## src/rtl/blk_sequencer.sv

```systemverilog
`default_nettype none
// ============================================================================
// Module      : blk_sequencer
// Description : Splits an incoming video stream into a grid of HBLKS x VBLKS
//               blocks of HPX x VPX pixels. The pixel stream is forwarded
//               with one cycle of latency. Alongside it the module flags the
//               last pixel of each horizontal block (h_save_o), the end of
//               each block row (v_save_o) and the start of each frame
//               (frame_start_o), and reports the block coordinates of the
//               forwarded pixel. Lines that are too long or too short set a
//               sticky error flag.
// Ports       : clk_i         - clock, rising edge
//               rst_ni        - asynchronous active-low reset
//               vs_i          - vertical sync, active high
//               de_i          - data enable
//               wd_i[23:0]    - RGB pixel data
//               de_o, wd_o    - de_i / wd_i delayed one cycle
//               h_save_o      - last pixel of a block, aligned with de_o
//               v_save_o      - one cycle after the final h_save_o of a row
//               frame_start_o - pulse after a vs_i rising edge
//               blk_x_o       - block column of the de_o pixel
//               blk_y_o       - block row of the de_o pixel
//               err_o         - sticky line-length error
// Notes       : HBLKS, VBLKS, HPX and VPX must each be at least 2.
// Revision    : 1.0 - initial release
// ============================================================================
module blk_sequencer #(
    parameter int HBLKS = 10,
    parameter int VBLKS = 10,
    parameter int HPX   = 30,
    parameter int VPX   = 30
) (
    input  logic                       clk_i,
    input  logic                       rst_ni,
    input  logic                       vs_i,
    input  logic                       de_i,
    input  logic [23:0]                wd_i,
    output logic                       de_o,
    output logic [23:0]                wd_o,
    output logic                       h_save_o,
    output logic                       v_save_o,
    output logic                       frame_start_o,
    output logic [$clog2(HBLKS)-1:0]   blk_x_o,
    output logic [$clog2(VBLKS)-1:0]   blk_y_o,
    output logic                       err_o
);

    localparam int PXW = $clog2(HPX);
    localparam int XW  = $clog2(HBLKS);
    localparam int LW  = $clog2(VPX);
    localparam int YW  = $clog2(VBLKS);

    localparam logic [PXW-1:0] PX_LAST   = PXW'(HPX - 1);
    localparam logic [XW-1:0]  HBLK_LAST = XW'(HBLKS - 1);
    localparam logic [LW-1:0]  LINE_LAST = LW'(VPX - 1);
    localparam logic [YW-1:0]  VBLK_LAST = YW'(VBLKS - 1);

    typedef enum logic [1:0] {
        IDLE   = 2'd0,
        ACTIVE = 2'd1,
        HBLANK = 2'd2,
        DONE   = 2'd3
    } state_t;

    state_t          state, state_nxt;
    logic            vs_prev;
    logic            vs_rise;
    logic [PXW-1:0]  px_cnt, px_cnt_nxt;
    logic [XW-1:0]   hblk_cnt, hblk_cnt_nxt;
    logic [LW-1:0]   line_cnt, line_cnt_nxt;
    logic [YW-1:0]   vblk_cnt, vblk_cnt_nxt;
    // All HBLKS blocks of the current line are complete; further pixels overflow.
    logic            line_full, line_full_nxt;
    // Last block of a row just finished; v_save_o follows one cycle later.
    logic            v_pend, v_pend_nxt;
    logic            h_save_nxt;
    logic            err_nxt;

    assign vs_rise = vs_i & ~vs_prev;

    always_comb begin
        state_nxt     = state;
        px_cnt_nxt    = px_cnt;
        hblk_cnt_nxt  = hblk_cnt;
        line_cnt_nxt  = line_cnt;
        vblk_cnt_nxt  = vblk_cnt;
        line_full_nxt = line_full;
        v_pend_nxt    = 1'b0;
        h_save_nxt    = 1'b0;
        err_nxt       = err_o;

        if (vs_rise) begin
            // A new frame restarts everything regardless of the current state;
            // the pixel presented in this cycle is not counted.
            state_nxt     = HBLANK;
            px_cnt_nxt    = '0;
            hblk_cnt_nxt  = '0;
            line_cnt_nxt  = '0;
            vblk_cnt_nxt  = '0;
            line_full_nxt = 1'b0;
        end else begin
            case (state)
                HBLANK, ACTIVE: begin
                    if (de_i) begin
                        // The first pixel of a line (arriving in HBLANK) counts too.
                        state_nxt = ACTIVE;
                        if (line_full) begin
                            err_nxt = 1'b1;
                        end else if (px_cnt == PX_LAST) begin
                            h_save_nxt = 1'b1;
                            px_cnt_nxt = '0;
                            if (hblk_cnt == HBLK_LAST) begin
                                hblk_cnt_nxt  = '0;
                                line_full_nxt = 1'b1;
                                v_pend_nxt    = (line_cnt == LINE_LAST);
                            end else begin
                                hblk_cnt_nxt = hblk_cnt + 1'b1;
                            end
                        end else begin
                            px_cnt_nxt = px_cnt + 1'b1;
                        end
                    end else if (state == ACTIVE) begin
                        // Line end: a short line is flagged but still counted.
                        state_nxt     = HBLANK;
                        if (!line_full) begin
                            err_nxt = 1'b1;
                        end
                        px_cnt_nxt    = '0;
                        hblk_cnt_nxt  = '0;
                        line_full_nxt = 1'b0;
                        if (line_cnt == LINE_LAST) begin
                            line_cnt_nxt = '0;
                            vblk_cnt_nxt = (vblk_cnt == VBLK_LAST) ? '0 : vblk_cnt + 1'b1;
                        end else begin
                            line_cnt_nxt = line_cnt + 1'b1;
                        end
                    end
                    // The pending v_save belongs to the row held in vblk_cnt
                    // (any line-end increment in this cycle is not yet visible).
                    if (v_pend && (vblk_cnt == VBLK_LAST)) begin
                        state_nxt = DONE;
                    end
                end
                default: begin
                    // IDLE waits for vs_i; DONE ignores de_i until the next frame.
                end
            endcase
        end
    end

    always_ff @(posedge clk_i or negedge rst_ni) begin
        if (!rst_ni) begin
            state         <= IDLE;
            vs_prev       <= 1'b0;
            px_cnt        <= '0;
            hblk_cnt      <= '0;
            line_cnt      <= '0;
            vblk_cnt      <= '0;
            line_full     <= 1'b0;
            v_pend        <= 1'b0;
            de_o          <= 1'b0;
            wd_o          <= '0;
            h_save_o      <= 1'b0;
            v_save_o      <= 1'b0;
            frame_start_o <= 1'b0;
            blk_x_o       <= '0;
            blk_y_o       <= '0;
            err_o         <= 1'b0;
        end else begin
            state         <= state_nxt;
            vs_prev       <= vs_i;
            px_cnt        <= px_cnt_nxt;
            hblk_cnt      <= hblk_cnt_nxt;
            line_cnt      <= line_cnt_nxt;
            vblk_cnt      <= vblk_cnt_nxt;
            line_full     <= line_full_nxt;
            v_pend        <= v_pend_nxt;
            de_o          <= de_i;
            wd_o          <= wd_i;
            h_save_o      <= h_save_nxt;
            v_save_o      <= v_pend & ~vs_rise;
            frame_start_o <= vs_rise;
            // Coordinates of the pixel being forwarded, taken before this
            // cycle's counter update.
            blk_x_o       <= vs_rise ? '0 : hblk_cnt;
            blk_y_o       <= vs_rise ? '0 : vblk_cnt;
            err_o         <= err_nxt;
        end
    end

endmodule
`default_nettype wire

```

## config.mk

```make
export PLATFORM = sky130hd
export DESIGN_NAME = blk_sequencer
export DESIGN_NICKNAME = d
export VERILOG_FILES = /design/src/rtl/blk_sequencer.sv
export SDC_FILE = /design/constraint.sdc
export NUM_CORES = 1
export LEC_CHECK = 0
export BUFFER_PORTS_ARGS = -buffer_cell sky130_fd_sc_hd__buf_2
export CORE_MARGIN = 10
export CORE_UTILIZATION = 55
export CTS_BUF_LIST = sky130_fd_sc_hd__clkbuf_4 sky130_fd_sc_hd__clkbuf_8 sky130_fd_sc_hd__clkbuf_16
export DETAILED_ROUTE_END_ITERATION = 10
export GPL_TIMING_DRIVEN = 0
export PLACE_DENSITY_LB_ADDON = 0.2
export SETUP_SLACK_MARGIN = 0.5
export SLEW_MARGIN = 20
export SYNTH_ARGS = -nofsm -noshare
export SYNTH_HDL_FRONTEND = slang
export SYNTH_SLANG_ARGS = --single-unit
```

## constraint.sdc

```tcl
create_clock -name clk_i -period 3.35 [get_ports clk_i]
set_input_delay 0.1675 -clock clk_i [delete_from_list [all_inputs] [get_ports clk_i]]
set_output_delay 0.1675 -clock clk_i [all_outputs]
set_load 0.1 [all_outputs]
```

==> metrics <==
outcome complete, no violations; initial drt markers 76; PwrDens 666 nW/µm²; first-pass GRT wire length around 9000 µm; LEAKAGE 1.60 nW; htree depth 3; worst r2r path cells 6; met1 Use GR roughly 18%; commonest cells after routing, fill and taps aside buf_2 (64), dfrtp_1 (60), dlygate4sd3_1 (27); total negative setup slack 0 ps; warning count from the yosys run 0; R2R setup slack 1520 ps; # clock sinks 60; Sw Share roughly 36%; worst r2r dst hblk_cnt[0]; CP endpoint kind register; Crit Path Class reg -> reg; I/O pin cnt 65; Max VDD drop between 400 and 500 µV; setup bufs post-CTS 0; # nets final roughly 320; fmax between 500 and 600 MHz; Slew Limit Fails 0; Die Footprint between 7000 and 8000 µm²; diodes inserted 0; Area Growth Syn to Fin 36.5%; initial antenna violation count 0; wire length per cell ~17 µm; cts bufs inserted 9; DR pass1 iterations 5; Clock Skew around 3.5 ps; power share of the clock group between 30 and 40%; final WL between 5000 and 6000 µm; CP cell instances inv_1, ha_1, nand2b_1, nor3_2, nor3_1, mux2_2; # DRC 0; total global routing overflow 0; crit-path max cell delay 350 ps; CTS tree done; DR vias/cell between 5 and 6; Worst Setup Slack, final roughly 1500 ps; final hold viol count 0; commonest non-fill, non-tap cell in the layout buf_2; gr usage total roughly 16%; CORE AREA between 4000 and 5000 µm²; vias in the first global route 1776; Resize count post-CTS 0; Filler cells 242; vias roughly 1.8k; share of cells above drive strength 1 32.2%; startpoint types register; worst rel slew slack between 50 and 60%; Slew @ Worst Pin between 700 and 800 ps; FF+latch count, synth 60; arrival time of the worst setup path approximately 2000 ps; max-cap violations 0; worst-path maximum fanout 8; GR Layer Usage met2 between 20% and 30%; worst path required time 3550 ps; Worst Hold Class in -> async; Fin Hold WS approximately 450 ps; Avg Inst Size Synth approximately 13 µm²; global routing's busiest layer met2; reg-to-reg startpoint state[1]; pre-CTS setup slack ~1500 ps; register area share after synthesis 64.5%; worst path bufs/invs 1; design area 3180 µm²; Net Count, Synth between 200 and 250; Die Ht 85.1 µm; Pint ~0.0014 W; Worst-path clk slew ~60 ps; delay-heaviest family, CP simple AND/OR/NAND/NOR gates; combinational power share roughly 29%; Netlist cell types 50; row count 23; placed cell areas about 2700 µm²; final setup vio count 0; RSZ-0062 raised after global routing false; register share of total power between 40% and 50%; Final Cycle Share a little over half; GPL Wtd Cong 0.787; Clock Root Buffer clkbuf_8; post-detail-place hpwl 3430 µm; post-synthesis cell count around 180; largest net degree at the start of global routing 61; CTS max path bufs 2; clock latency on the worst-skew pair ~320 ps; GRT met3 Usage just under 5%; fin util 78.4%; post-route ant nets 0; Starting Density between 50% and 60%; PortBufs 64; Die X approximately 85 µm; switching power approximately 0.00075 W; Min Clock Period, post-route between 1500 and 2000 ps; Post-Syn Area 2330 µm²; Worst path slowest cell dfrtp_1
==> synthesized netlist by cell type, drive strengths merged <==
master | instances | area [µm²]
dfrtp | 60 | 1500
nor2 | 12 | 55.1
inv | 11 | 41.3
a21oi | 9 | 52.6
ha | 9 | 113
nand2 | 9 | 33.8
nor3 | 8 | 45.0
and2 | 7 | 43.8
nand3 | 7 | 35.0
o21ai | 4 | 20.0
buf | 3 | 20.0
nand4 | 3 | 25.0
nor3b | 3 | 33.8
nor4 | 3 | 25.0
o31ai | 3 | 22.5
a211o | 2 | 17.5
a21o | 2 | 15.0
a22o | 2 | 17.5
a31oi | 2 | 12.5
nand2b | 2 | 12.5
nand3b | 2 | 15.0
o21bai | 2 | 15.0
or3 | 2 | 17.5
a211oi | 1 | 7.51
a311oi | 1 | 15.0
a32oi | 1 | 8.76
a41oi | 1 | 8.76
and3 | 1 | 6.26
and4 | 1 | 8.76
clkbuf | 1 | 3.75
mux2 | 1 | 11.3
nand4b | 1 | 8.76
o2111ai | 1 | 8.76
o211a | 1 | 10.0
o311ai | 1 | 8.76
o41ai | 1 | 8.76
or2 | 1 | 6.26
or3b | 1 | 8.76
xnor2 | 1 | 8.76
==> sequential cells by signal, indices dropped and copies added, names as in the netlist <==
register,flops
vs_prev,1
v_pend,1
h_save_o,1
wd_o,24
v_save_o,1
frame_start_o,1
line_full,1
vblk_cnt,4
state,2
hblk_cnt,4
blk_x_o,4
blk_y_o,4
line_cnt,5
err_o,1
px_cnt,5
de_o,1
==> how the worst max path moves through the flow <==
stage                        start     endpoint  cells after the start
after floorplan           state[0]  vblk_cnt[2]                      5
after global placement    state[1]  vblk_cnt[2]                      6
after detailed placement  state[1]  line_cnt[3]                      7
after CTS                 state[1]  line_cnt[3]                      7
after global routing      state[1]  line_cnt[3]                      7
final                     state[1]  hblk_cnt[0]                      6
==> cells by family after synthesis <==
family / Yosys count / share of synthesized area (%)
AOI/OAI and AO/OA: 34 / 10.7
adders and majority gates: 9 / 4.84
xor gates and xnor gates: 1 / 0.376
DFF: 60 / 64.5
muxes: 1 / 0.484
buffers and inverters: 15 / 2.79
and+or+nand+nor: 63 / 16.3
==> cell type report <==
class / instances / area (µm²) / share of cell area, %
inverters: 11 / 41.3 / 1.30
plain buffers: 4 / 23.8 / 0.748
well taps: 50 / 62.6 / 1.97
clock inverters: 2 / 35.0 / 1.10
repair buffers: 91 / 593 / 18.7
clock buffers: 13 / 160 / 5.04
multi-input cells: 108 / 762 / 24.0
flip-flops and latches: 60 / 1500 / 47.2
==> through the flow <==
| stage | power [W] | cells |
|---|---|---|
| floorplan | 0.00133 | 183 |
| global placement | 0.00144 | 297 |
| detailed placement | 0.00146 | 297 |
| CTS | 0.00213 | 339 |
| global route | 0.00223 | 339 |
| finish | 0.00212 | 339 |
==> power by group through the flow <==
stage               registers, W  logic, W  clock network (W)
finish                  0.000865  0.000610           0.000641
global route            0.000875  0.000669           0.000686
CTS                     0.000863  0.000612           0.000652
detailed placement      0.000874  0.000583                  0
global placement        0.000870  0.000573                  0
floorplan                0.00108  0.000246                  0
==> what timing repair did <==
| action | 4_1_cts | 5_1_grt |
|---|---|---|
| endpoints found under the hold margin | 86 | 0 |
| endpoints found under the setup margin | 0 | 0 |
| hold buffers | 27 | 0 |
==> metal layers <==
layer	part of all wire [%]	wire length (µm)
met5	0	0
met4	0.46	26
met3	6.7	377
met2	52	2940
met1	41	2280
No activity file was read; power rests on OpenSTA's default activity.
